--- config.mk ---
export PLATFORM = sky130hd
export DESIGN_NAME = rng_wb_core_flat
export DESIGN_NICKNAME = d
export VERILOG_FILES = /design/src/rtl/rng_pkg.sv /design/src/rtl/rng_wb_if.sv /design/src/rtl/rng_fifo.sv /design/src/rtl/rng_wb_core.sv /design/src/flat_wrapper.sv
export SDC_FILE = /design/constraint.sdc
export NUM_CORES = 1
export LEC_CHECK = 0
export CAP_MARGIN = 25
export CORE_MARGIN = 10
export CORE_UTILIZATION = 50
export CTS_CLUSTER_SIZE = 24
export DETAILED_ROUTE_END_ITERATION = 8
export GPL_TIMING_DRIVEN = 0
export PLACE_DENSITY_LB_ADDON = 0.15
export SLEW_MARGIN = 20
export SYNTH_ARGS = -nofsm -noshare
export SYNTH_HDL_FRONTEND = slang
export SYNTH_HIERARCHICAL = 1
export SYNTH_SLANG_ARGS = --single-unit
--- constraint.sdc ---
create_clock -name wb_clk_i -period 5.67 [get_ports wb_clk_i]
set_input_delay 1.134 -clock wb_clk_i [delete_from_list [all_inputs] [get_ports wb_clk_i]]
set_output_delay 1.134 -clock wb_clk_i [all_outputs]
set_load 0.02 [all_outputs]
--- src/rtl/rng_pkg.sv ---
// Shared definitions for the entropy-to-Wishbone core: register offsets,
// CTRL/STATUS bit positions and the FIFO word type.
package rng_pkg;
    typedef logic [31:0] word_t;

    localparam logic [1:0] REG_CTRL   = 2'd0;
    localparam logic [1:0] REG_STATUS = 2'd1;
    localparam logic [1:0] REG_DATA   = 2'd2;

    localparam int CTRL_EN     = 0;
    localparam int CTRL_BYPASS = 1;
    localparam int CTRL_IRQ_EN = 2;
    localparam int CTRL_CLR    = 3;

    localparam int STAT_NONEMPTY  = 0;
    localparam int STAT_FULL      = 1;
    localparam int STAT_ALARM     = 2;
    localparam int STAT_OVERFLOW  = 3;
    localparam int STAT_LEVEL_LSB = 4;
endpackage

--- src/rtl/rng_wb_if.sv ---
// Wishbone slave bundle between the management SoC and the entropy core.
interface rng_wb_if;
    logic                 wbs_stb_i;
    logic                 wbs_cyc_i;
    logic                 wbs_we_i;
    logic [3:0]           wbs_sel_i;
    rng_pkg::word_t       wbs_dat_i;
    logic [31:0]          wbs_adr_i;
    logic                 wbs_ack_o;
    rng_pkg::word_t       wbs_dat_o;

    modport slave (
        input  wbs_stb_i, wbs_cyc_i, wbs_we_i, wbs_sel_i, wbs_dat_i, wbs_adr_i,
        output wbs_ack_o, wbs_dat_o
    );
    modport master (
        output wbs_stb_i, wbs_cyc_i, wbs_we_i, wbs_sel_i, wbs_dat_i, wbs_adr_i,
        input  wbs_ack_o, wbs_dat_o
    );
endinterface

--- src/rtl/rng_fifo.sv ---
// Small synchronous word FIFO; storage is an array with a registered read port.
module rng_fifo
    import rng_pkg::*;
#(
    parameter int DEPTH = 4
) (
    input  logic                     clk,
    input  logic                     srst,
    input  logic                     push,
    input  word_t                    push_data,
    input  logic                     pop,
    output word_t                    pop_data,
    output logic                     full,
    output logic                     empty,
    output logic [$clog2(DEPTH):0]   level
);
    localparam int AW = $clog2(DEPTH);
    localparam logic [AW:0] FULL_LEVEL = (AW + 1)'(DEPTH);

    word_t          mem [DEPTH];
    word_t          rd_data_reg;
    logic [AW-1:0]  wr_ptr_reg;
    logic [AW-1:0]  rd_ptr_reg;
    logic [AW:0]    level_reg;
    logic           do_push;
    logic           do_pop;

    assign empty    = (level_reg == '0);
    assign full     = (level_reg == FULL_LEVEL);
    assign level    = level_reg;
    assign pop_data = rd_data_reg;

    // A pop in the same cycle frees the slot, so a push into a full FIFO still lands.
    assign do_pop  = pop && !empty;
    assign do_push = push && (!full || do_pop);

    always_ff @(posedge clk) begin
        if (do_push) mem[wr_ptr_reg] <= push_data;
        if (do_pop)  rd_data_reg     <= mem[rd_ptr_reg];
    end

    always_ff @(posedge clk) begin
        if (srst) begin
            wr_ptr_reg <= '0;
            rd_ptr_reg <= '0;
            level_reg  <= '0;
        end else begin
            if (do_push) wr_ptr_reg <= wr_ptr_reg + 1'b1;
            if (do_pop)  rd_ptr_reg <= rd_ptr_reg + 1'b1;
            case ({do_push, do_pop})
                2'b10:   level_reg <= level_reg + 1'b1;
                2'b01:   level_reg <= level_reg - 1'b1;
                default: level_reg <= level_reg;
            endcase
        end
    end
endmodule

--- src/rtl/rng_wb_core.sv ---
// Ring-oscillator entropy sampler with debiaser, repetition health test,
// 32-bit word packer and a Wishbone-readable FIFO.
module rng_wb_core
    import rng_pkg::*;
#(
    parameter logic [31:0] BASE_ADDR  = 32'h3000_0000,
    parameter int          SAMPLE_DIV = 8,
    parameter int          REP_LIMIT  = 32,
    parameter int          FIFO_DEPTH = 4
) (
    input  logic      wb_clk_i,
    input  logic      wb_rst_i,
    rng_wb_if.slave   wbs,
    input  logic      ent_i,
    output logic      irq_o
);
    localparam int SYNC_STAGES = 2;
    localparam int DIV_W = $clog2(SAMPLE_DIV);
    localparam int REP_W = $clog2(REP_LIMIT + 1);
    localparam int LVL_W = $clog2(FIFO_DEPTH) + 1;
    localparam logic [DIV_W-1:0] DIV_LAST = DIV_W'(SAMPLE_DIV - 1);
    localparam logic [REP_W-1:0] REP_MAX  = REP_W'(REP_LIMIT);

    logic             sync_reg [SYNC_STAGES];
    logic [DIV_W-1:0] div_cnt_reg;
    logic [2:0]       ctrl_reg;
    logic             pair_valid_reg, pair_first_reg;
    word_t            word_reg;
    logic [4:0]       bit_cnt_reg;
    logic             prev_reg;
    logic [REP_W-1:0] rep_cnt_reg, rep_cnt_next;
    logic             alarm_reg, overflow_reg;
    logic             ack_reg, pop_rsp_reg;
    word_t            rdata_reg, rdata_next, status_word;

    logic en, bypass, sample, sample_en, emit, emit_bit, alarm_set;
    logic push_req, adr_match, req, wr, rd, ctrl_wr, clr, data_rd, pop_accepted, overflow_set;
    logic fifo_full, fifo_empty;
    logic [LVL_W-1:0] fifo_level;
    logic [1:0] reg_off;
    word_t fifo_data, push_word;
    logic unused_bits;

    assign en     = ctrl_reg[CTRL_EN];
    assign bypass = ctrl_reg[CTRL_BYPASS];

    genvar gi;
    generate
        for (gi = 0; gi < SYNC_STAGES; gi++) begin : g_sync
            if (gi == 0) begin : g_first
                always_ff @(posedge wb_clk_i) begin
                    if (wb_rst_i) sync_reg[0] <= 1'b0;
                    else          sync_reg[0] <= ent_i;
                end
            end else begin : g_next
                always_ff @(posedge wb_clk_i) begin
                    if (wb_rst_i) sync_reg[gi] <= 1'b0;
                    else          sync_reg[gi] <= sync_reg[gi-1];
                end
            end
        end
    endgenerate
    assign sample = sync_reg[SYNC_STAGES-1];

    always_ff @(posedge wb_clk_i) begin
        if (wb_rst_i || !en)          div_cnt_reg <= '0;
        else if (div_cnt_reg == DIV_LAST) div_cnt_reg <= '0;
        else                          div_cnt_reg <= div_cnt_reg + 1'b1;
    end
    assign sample_en = en && (div_cnt_reg == DIV_LAST);

    // Von Neumann pairs: the first bit of an unequal pair is the emitted value.
    always_comb begin
        emit     = 1'b0;
        emit_bit = sample;
        if (sample_en) begin
            if (bypass) begin
                emit = 1'b1;
            end else if (pair_valid_reg && (pair_first_reg != sample)) begin
                emit     = 1'b1;
                emit_bit = pair_first_reg;
            end
        end
    end

    always_ff @(posedge wb_clk_i) begin
        if (wb_rst_i || !en) begin
            pair_valid_reg <= 1'b0;
            pair_first_reg <= 1'b0;
        end else if (sample_en && !bypass) begin
            pair_valid_reg <= !pair_valid_reg;
            pair_first_reg <= sample;
        end
    end

    assign push_word = {emit_bit, word_reg[31:1]};
    assign push_req  = emit && (bit_cnt_reg == 5'd31) && !alarm_reg;

    always_ff @(posedge wb_clk_i) begin
        if (wb_rst_i) begin
            word_reg    <= '0;
            bit_cnt_reg <= '0;
        end else if (emit) begin
            word_reg    <= push_word;
            bit_cnt_reg <= bit_cnt_reg + 1'b1;
        end
    end

    always_comb begin
        if (rep_cnt_reg == '0 || sample != prev_reg) rep_cnt_next = REP_W'(1);
        else if (rep_cnt_reg == REP_MAX)             rep_cnt_next = REP_MAX;
        else                                         rep_cnt_next = rep_cnt_reg + 1'b1;
    end
    assign alarm_set = sample_en && (rep_cnt_next == REP_MAX);

    always_ff @(posedge wb_clk_i) begin
        if (wb_rst_i) begin
            rep_cnt_reg <= '0;
            prev_reg    <= 1'b0;
        end else if (sample_en) begin
            rep_cnt_reg <= rep_cnt_next;
            prev_reg    <= sample;
        end
    end

    assign adr_match    = (wbs.wbs_adr_i[31:4] == BASE_ADDR[31:4]);
    assign req          = wbs.wbs_stb_i && wbs.wbs_cyc_i && adr_match && !ack_reg;
    assign reg_off      = wbs.wbs_adr_i[3:2];
    assign wr           = req && wbs.wbs_we_i;
    assign rd           = req && !wbs.wbs_we_i;
    assign ctrl_wr      = wr && (reg_off == REG_CTRL) && wbs.wbs_sel_i[0];
    assign clr          = ctrl_wr && wbs.wbs_dat_i[CTRL_CLR];
    assign data_rd      = rd && (reg_off == REG_DATA);
    assign pop_accepted = data_rd && !fifo_empty;
    assign overflow_set = push_req && fifo_full && !pop_accepted;
    // Bits the register map never looks at.
    assign unused_bits  = ^{wbs.wbs_sel_i[3:1], wbs.wbs_dat_i[31:4], wbs.wbs_adr_i[1:0]};

    always_ff @(posedge wb_clk_i) begin
        if (wb_rst_i) begin
            ctrl_reg     <= '0;
            alarm_reg    <= 1'b0;
            overflow_reg <= 1'b0;
        end else begin
            if (ctrl_wr) ctrl_reg <= wbs.wbs_dat_i[2:0];
            // A fresh event in the same cycle as clr keeps the flag set.
            if (alarm_set)    alarm_reg <= 1'b1;
            else if (clr)     alarm_reg <= 1'b0;
            if (overflow_set) overflow_reg <= 1'b1;
            else if (clr)     overflow_reg <= 1'b0;
        end
    end

    rng_fifo #(.DEPTH(FIFO_DEPTH)) u_fifo (
        .clk       (wb_clk_i),
        .srst      (wb_rst_i),
        .push      (push_req),
        .push_data (push_word),
        .pop       (data_rd),
        .pop_data  (fifo_data),
        .full      (fifo_full),
        .empty     (fifo_empty),
        .level     (fifo_level)
    );

    always_comb begin
        status_word                                = '0;
        status_word[STAT_NONEMPTY]                 = !fifo_empty;
        status_word[STAT_FULL]                     = fifo_full;
        status_word[STAT_ALARM]                    = alarm_reg;
        status_word[STAT_OVERFLOW]                 = overflow_reg;
        status_word[STAT_LEVEL_LSB +: LVL_W]       = fifo_level;
        rdata_next = '0;
        case (reg_off)
            REG_CTRL:   rdata_next = {29'd0, ctrl_reg};
            REG_STATUS: rdata_next = status_word;
            default:    rdata_next = '0;
        endcase
    end

    always_ff @(posedge wb_clk_i) begin
        if (wb_rst_i) begin
            ack_reg     <= 1'b0;
            pop_rsp_reg <= 1'b0;
            rdata_reg   <= '0;
        end else begin
            ack_reg     <= req;
            pop_rsp_reg <= pop_accepted;
            rdata_reg   <= rd ? rdata_next : '0;
        end
    end

    assign wbs.wbs_ack_o = ack_reg;
    assign wbs.wbs_dat_o = !ack_reg ? '0 : (pop_rsp_reg ? fifo_data : rdata_reg);
    assign irq_o         = ctrl_reg[CTRL_IRQ_EN] && !fifo_empty;
endmodule

--- src/flat_wrapper.sv ---
// flat-port wrapper written by rule: the top's interface ports become plain ports
module rng_wb_core_flat import rng_pkg::*;
#(
    parameter logic [31:0] BASE_ADDR  = 32'h3000_0000,
    parameter int          SAMPLE_DIV = 8,
    parameter int          REP_LIMIT  = 32,
    parameter int          FIFO_DEPTH = 4
)
  (wb_clk_i, wb_rst_i, ent_i, irq_o, wbs_wbs_stb_i, wbs_wbs_cyc_i, wbs_wbs_we_i, wbs_wbs_sel_i, wbs_wbs_dat_i, wbs_wbs_adr_i, wbs_wbs_ack_o, wbs_wbs_dat_o);
  rng_wb_if wbs_i ();
  input  logic wb_clk_i;
  input  logic wb_rst_i;
  input  logic ent_i;
  output logic irq_o;
  input wire logic [$bits(wbs_i.wbs_stb_i)-1:0] wbs_wbs_stb_i;
  input wire logic [$bits(wbs_i.wbs_cyc_i)-1:0] wbs_wbs_cyc_i;
  input wire logic [$bits(wbs_i.wbs_we_i)-1:0] wbs_wbs_we_i;
  input wire logic [$bits(wbs_i.wbs_sel_i)-1:0] wbs_wbs_sel_i;
  input wire logic [$bits(wbs_i.wbs_dat_i)-1:0] wbs_wbs_dat_i;
  input wire logic [$bits(wbs_i.wbs_adr_i)-1:0] wbs_wbs_adr_i;
  output wire logic [$bits(wbs_i.wbs_ack_o)-1:0] wbs_wbs_ack_o;
  output wire logic [$bits(wbs_i.wbs_dat_o)-1:0] wbs_wbs_dat_o;
  assign wbs_i.wbs_stb_i = wbs_wbs_stb_i;
  assign wbs_i.wbs_cyc_i = wbs_wbs_cyc_i;
  assign wbs_i.wbs_we_i = wbs_wbs_we_i;
  assign wbs_i.wbs_sel_i = wbs_wbs_sel_i;
  assign wbs_i.wbs_dat_i = wbs_wbs_dat_i;
  assign wbs_i.wbs_adr_i = wbs_wbs_adr_i;
  assign wbs_wbs_ack_o = wbs_i.wbs_ack_o;
  assign wbs_wbs_dat_o = wbs_i.wbs_dat_o;
  rng_wb_core #(.BASE_ADDR(BASE_ADDR), .SAMPLE_DIV(SAMPLE_DIV), .REP_LIMIT(REP_LIMIT), .FIFO_DEPTH(FIFO_DEPTH)) u_core (.wb_clk_i(wb_clk_i), .wb_rst_i(wb_rst_i), .wbs(wbs_i), .ent_i(ent_i), .irq_o(irq_o));
endmodule
==> results.py, run 1 <==
metrics = {
    "run_status": {
        "outcome": "complete, no violations",
    },
    "clock_network": {
        "clkSinkCount": 231,
        "clk_latency_ns": 0.50,
        "h-tree-depth": 1,
        "root_buffer": "clkbuf_16",
        "cts_tree": "yes",
        "postCtsHoldBufs": 0,
        "post_cts_resized": 0,
        "cts_buffer_depth": 3,
        "cts_made_buffers": 24,
        "cts_post_setup_buffers_inserted": 0,
        "cts.clk_slew.worst_paths_ns": 0.06,
    },
    "route": {
        "drtPass1Iterations": 5,
        "viasPerCell": 5.800,
        "drc": 0,
        "ant_nets": 0,
        "wl_per_cell_um": 20.37,
        "dr.first_iter.drc_count": 571,
        "num_vias": 5684,
        "drt_wl_total_mm": 19.97,
    },
    "setup_path": {
        "critPathMaxStageDelay_ns": 0.71,
        "critPathLaunchType": "primary input",
        "path_cells": "clkdlybuf4s50_1 > nor4_1 > nand4_1 > nor4_2 > o31a_4 > or2b_1 > fa_1 > nand2b_1 > o31ai_2 > mux2_1",
        "worstPathArrival_ns": 4.88,
        "slowest_stage": "nor4_2",
        "crit_required_ns": 6.05,
        "critical_path_class": "in2reg",
        "crit_fanout": 37,
        "cp-end-kind": "register",
    },
    "yosys": {
        "synth_xor_area_share_pct": 0.7682,
        "synth_ff_type": "edfxtp_1",
        "yosysSeqAreaShare_pct": 68.26,
        "yosysWarnings": 6,
        "yosys-mux-area-fraction_pct": 9.808,
        "synth.distinct_cells": 55,
        "syn-num-nets": 715,
        "synthAdderAreaFrac_pct": 1.591,
        "synth_async_sr_flop_share_pct": 0,
        "synth_area_um2": 9121,
        "synth_edf_count": 160,
        "synth_top_family_by_area": "simple AND/OR/NAND/NOR gates",
        "ys_ff_latch": 231,
        "synth_cells": 630,
        "yosys.area_share.simple_pct": 10.75,
        "avgSynthCellArea_um2": 14.48,
        "synth_compound_area_share_pct": 6.187,
    },
    "power": {
        "irDropWorstVdd_mv": 0.2130,
        "power_mw": 3.308,
        "power.density_nw_per_um2": 300.6,
        "p_int_mw": 2.682,
        "power.leakage_nw": 3.590,
        "clockPowerShare_pct": 44.7,
        "p_seq_share_pct": 53.9,
        "p_switching_uw": 626.0,
        "comb_power_share_pct": 1.4,
        "sw_frac_of_total_pct": 18.93,
    },
    "die": {
        "core_um2": 17960,
        "rows": 49,
        "start_util_pct": 50.78,
        "ioPinCount": 108,
        "dieArea_um2": 24050,
        "die_w_um": 155.1,
        "dieHeight_um": 155.1,
    },
    "timing": {
        "slew_headroom_pct": 50.96,
        "max_freq_ghz": 0.2222,
        "finalCriticalPeriod_ns": 4.500,
        "setup_slack_ns": 1.170,
        "finalSetupTns_ns": 0,
        "whs_ns": 0.4377,
        "rsz0062_at_grt": "no",
        "worst_pin_slew_ns": 0.7356,
        "fin_skew_ns": 0.01396,
        "fin_crit_sh_pct": 79.37,
        "setup_viol": 0,
        "maxSlewViolCount": 0,
        "hold_viol": 0,
    },
    "global_route": {
        "grt_pass1_vias": 5791,
        "grt_overflow": 0,
        "grt_max_degree": 38,
        "antenna_found_initial": 0,
        "grt_pass1_wl_mm": 31.91,
        "grt.total_usage_pct": 16.53,
    },
    "cells_and_area": {
        "diodes": 0,
        "n_fill_cell": 1355,
        "largest_reg_flops": 128,
        "syn_to_final_growth_pct": 20.64,
        "layout.cells.non_filler": 980,
        "nNetsFinal": 818,
        "drive_gt1_share_pct": 11.98,
    },
    "placed_design": {
        "hpwl_mm": 13.48,
        "dp_slack_ns": 0.3293,
        "io_buffer_count": 73,
        "place_congestion": 0.7971,
        "place_inst": 936,
    },
    "hold_path": {
        "hold_path.class": "reg2reg",
    },
    "job": {
        "max_cap_violations": 0,
    },
}
## final cells by class
type	instances	area (um2)	share of cell area, %
buffer	44	187.7	1.706
clock buffer	36	716.9	6.515
clock inverter	8	42.54	0.3866
inverter	14	52.55	0.4775
multi-input combinational	341	2666	24.23
sequential	231	6226	56.58
tap	229	286.5	2.604
timing repair buffer	77	825.8	7.504
## cells in the mapped netlist (2+ instances only)
library cell	count	area, um2
and3_1	28	175.2
nor4_1	11	68.82
nand4_1	2	12.51
o22ai_1	3	18.77
mux2i_1	14	140.1
dfxtp_1	71	1421
a21o_1	2	15.01
nand3_1	39	195.2
nor3_1	15	75.07
buf_1	2	7.510
a31oi_1	2	12.51
nand2b_1	10	62.56
o21ai_1	38	190.2
nor2_1	23	86.33
mux2_1	3	33.78
nand2_1	9	33.78
nor2b_1	13	81.33
a21oi_1	41	205.2
nor3b_1	2	15.01
inv_1	14	52.55
buf_2	6	30.03
edfxtp_1	160	4805
clkbuf_1	33	123.9
xor2_1	5	43.79
xnor2_1	3	26.28
nor4b_1	2	17.52
nand3b_1	2	15.01
and2_1	7	43.79
or3_1	2	12.51
mux4_2	32	720.7
ha_1	10	125.1
buf_4	2	15.01
o21ai_0	2	10.01
## layout by cell type, fill, tap and decap left out, drive strengths merged, types with 5 or more instances in the layout
cell / netlist / routed
edfxtp: 160 / 160
clkdlybuf4s50: 0 / 73
dfxtp: 71 / 71
clkbuf: 33 / 69
a21oi: 41 / 41
o21ai: 40 / 40
nand3: 39 / 39
mux4: 32 / 32
and3: 28 / 28
nor2: 23 / 23
nor3: 15 / 15
inv: 14 / 15
buf: 11 / 15
mux2i: 14 / 14
nor2b: 13 / 13
nor4: 11 / 11
nand2b: 10 / 10
ha: 10 / 10
nand2: 9 / 9
and2: 7 / 7
clkinv: 0 / 6
xor2: 5 / 5
## power groups by stage
| stage | Combinational, mW | Clock, mW | Sequential [mW] |
|---|---|---|---|
| floorplan | 0.0128 | 0 | 1.82 |
| global placement | 0.0454 | 0 | 1.82 |
| detailed placement | 0.0464 | 0 | 1.82 |
| CTS | 0.0466 | 1.50 | 1.78 |
| global route | 0.0499 | 1.58 | 1.78 |
| finish | 0.0467 | 1.48 | 1.78 |
## through the flow
stage	instance area (um2)	util (%)
3_3_place_gp	10140	56.44
6_report	11000	61.26
2_1_floorplan	9121	-
3_5_place_dp	10240	57.00
5_1_grt	11000	61.26
4_1_cts	11000	61.22
## per-layer routing
layer	global-route usage [%]	vias up	wire (um)
met4	3.869	0	382
met1	21.38	2879	8229
met3	2.537	30	1042
met2	28.59	167	10310
li1	-	2608	-
met5	0	-	0
## cell families (layout without fill, tap and decap cells)
| kind of cell | after synthesis | count (layout) |
|---|---|---|
| adder cells (fa/ha/maj) | 11 | 11 |
| AND/OR/NAND/NOR | 174 | 174 |
| AO/OA/AOI/OAI | 99 | 99 |
| XOR/XNOR | 8 | 8 |
| multiplexers | 49 | 49 |
| buffers and inverters | 58 | 179 |
| flip-flops | 231 | 231 |
## worst paths after layout
| kind | from | endpoint | cells after the start | slack, ns |
|---|---|---|---|---|
| max reg2reg | u_core/wbs.wbs_ack_o$_SDFF_PP0_ | u_core/u_fifo/level[2]$_SDFFE_PP0P_ | 9 | 1.88 |
| min reg2reg | u_core/div_cnt_reg[0]$_SDFF_PP0_ | u_core/div_cnt_reg[0]$_SDFF_PP0_ | 1 | 0.44 |
| max | wbs_wbs_adr_i[5] | u_core/u_fifo/level[2]$_SDFFE_PP0P_ | 10 | 1.17 |
| min | u_core/div_cnt_reg[0]$_SDFF_PP0_ | u_core/div_cnt_reg[0]$_SDFF_PP0_ | 1 | 0.44 |
## critical path: cells and delay by family
kind / cells / cell delay [ns]
simple gates: 5 / 1.78
buf+inv: 1 / 0.40
mux: 1 / 0.34
compound gates: 2 / 0.84
fa+ha+maj: 1 / 0.39
(Power assumes the default switching activity.)
==> run 2: changes to the inputs <==
Clock period 5.67 ns to 4.33 ns, I/O delays scaled along.
==> results.py, run 2 (same netlist as run 1, synthesis figures left out) <==
metrics = {
    "setup_path": {
        "reg2regPathDepth": 10,
        "crit_required_ns": 4.71,
        "r2r_start": "u_core/div_cnt_reg[0]$_SDFF_PP0_",
        "critPathMaxStageDelay_ns": 0.68,
        "path_cells": "clkdlybuf4s50_1 > nor4_1 > nand4_1 > nor4_4 > o31a_4 > or2b_1 > fa_1 > nand2b_1 > o31ai_2 > mux2_1",
        "critPathLaunchType": "primary input",
        "critical_path_class": "in2reg",
        "r2r_setup_slack_ns": 0.62,
        "crit_fanout": 19,
        "r2r_end": "u_core/u_fifo/mem[1][21]$_DFFE_PP_",
        "cp-end-kind": "register",
        "worstPathArrival_ns": 4.46,
        "slowest_stage": "nor4_4",
    },
    "cells_and_area": {
        "layout_commonest_cell": "edfxtp_1",
        "diodes": 0,
        "layout.cells.non_filler": 981,
        "syn_to_final_growth_pct": 20.85,
        "nNetsFinal": 819,
        "largest_reg_flops": 128,
        "drive_gt1_share_pct": 12.10,
        "most-common-layout-cells": "edfxtp_1 (160), clkdlybuf4s50_1 (73), dfxtp_1 (71), a21oi_1 (41)",
        "post-route-util_pct": 61.36,
    },
    "clock_network": {
        "cts_tree": "yes",
        "root_buffer": "clkbuf_16",
        "h-tree-depth": 1,
        "clkSinkCount": 231,
        "cts_buffer_depth": 3,
        "cts.clk_slew.worst_paths_ns": 0.06,
        "cts_made_buffers": 24,
        "cts_post_setup_buffers_inserted": 0,
        "clk_latency_ns": 0.50,
    },
    "timing": {
        "worst_pin_slew_ns": 0.7451,
        "finalCriticalPeriod_ns": 4.070,
        "setup_viol": 0,
        "max_freq_ghz": 0.2457,
        "slew_headroom_pct": 50.33,
        "fin_skew_ns": 0.01262,
        "maxSlewViolCount": 0,
        "fin_crit_sh_pct": 94.00,
        "finalSetupTns_ns": 0,
        "rsz0062_at_grt": "no",
        "setup_slack_ns": 0.2598,
        "hold_viol": 0,
    },
    "placed_design": {
        "dp_slack_ns": -0.7427,
        "hpwl_mm": 13.48,
        "place_inst": 936,
        "place_congestion": 0.7971,
        "io_buffer_count": 73,
    },
    "die": {
        "die_w_um": 155.1,
        "dieHeight_um": 155.1,
        "rows": 49,
        "dieArea_um2": 24050,
        "core_um2": 17960,
        "ioPinCount": 108,
        "start_util_pct": 50.78,
    },
    "power": {
        "irDropWorstVdd_mv": 0.2779,
        "power.density_nw_per_um2": 393.2,
        "power.leakage_nw": 3.598,
    },
    "job": {
        "max_cap_violations": 0,
    },
    "route": {
        "viasPerCell": 5.826,
        "drc": 0,
        "num_vias": 5715,
        "wl_per_cell_um": 20.93,
        "drtPass1Iterations": 5,
        "ant_nets": 0,
        "dr.first_iter.drc_count": 552,
        "drt_wl_total_mm": 20.53,
    },
    "global_route": {
        "grt.total_usage_pct": 16.53,
        "grt_overflow": 0,
        "grt_max_degree": 38,
        "grt_pass1_vias": 5794,
        "grt_pass1_wl_mm": 31.90,
        "antenna_found_initial": 0,
    },
    "run_status": {
        "outcome": "complete, no violations",
    },
    "hold_path": {
        "min-delay-start": "u_core/div_cnt_reg[0]$_SDFF_PP0_",
        "hold_depth": 1,
        "hold_path.class": "reg2reg",
        "min_to": "u_core/div_cnt_reg[0]$_SDFF_PP0_",
    },
}
run 2: layout make-up:
class	count	area (um2)
timing repair buffer	77	825.8
inverter	14	52.55
multi-input combinational	342	2685
tap	229	286.5
fill	1354	6940
buffer	44	187.7
clock inverter	8	42.54
sequential	231	6226
clock buffer	36	716.9
run 2: worst max-delay path, delay by kind of cell:
kind	cells	cell delay (ns)
fa+ha+maj	1	0.38
compound gates	2	0.70
mux	1	0.34
buf+inv	1	0.40
simple gates	5	1.77
run 2: repair_timing:
| item | CTS | global route |
|---|---|---|
| gates cloned | 0 | 1 |
| hold buffers | 0 | 0 |
| gates resized for setup | 1 | 1 |
| setup endpoints to repair | 2 | 2 |
run 2: worst max path at each step:
stage / startpoint / endpoint / slack [ns]
global placement: wbs_wbs_adr_i[13] / u_core/u_fifo/mem[1][14]$_DFFE_PP_ / -0.97
floorplan: wbs_wbs_adr_i[13] / u_core/u_fifo/level[2]$_SDFFE_PP0P_ / 0.31
detailed placement: wbs_wbs_adr_i[5] / u_core/u_fifo/level[2]$_SDFFE_PP0P_ / -0.74
global route: wbs_wbs_adr_i[5] / u_core/u_fifo/level[2]$_SDFFE_PP0P_ / 0.08
CTS: wbs_wbs_adr_i[5] / u_core/u_fifo/level[2]$_SDFFE_PP0P_ / 0.12
finish: wbs_wbs_adr_i[5] / u_core/u_fifo/level[2]$_SDFFE_PP0P_ / 0.26
run 2: metrics by stage:
| stage | area, um2 | power (mW) | hold WS (ns) |
|---|---|---|---|
| detailed placement | 10240 | 2.440 | 0.4353 |
| finish | 11020 | 4.334 | 0.4379 |
| CTS | 11000 | 4.364 | 0.4441 |
| global placement | 10140 | 2.439 | 0.4137 |
| floorplan | 9121 | 2.396 | 0.4043 |
| global route | 11020 | 4.468 | 0.4536 |
run 2: routing by layer:
layer	global-route usage (%)	routed length [um]	vias to the layer above	part of all wire, %
met5	0	0	-	0
met4	3.869	441	0	2.1
met3	2.537	1059	32	5.2
met2	28.59	10510	192	51
met1	21.36	8526	2880	42
li1	-	-	2611	-
run 2: power breakdown:
group          internal (mW)  total (mW)  switching, mW
clock network           1.14        1.94          0.798
registers               2.33        2.33       0.000715
logic                 0.0372      0.0615         0.0243
total                   3.51        4.33          0.823
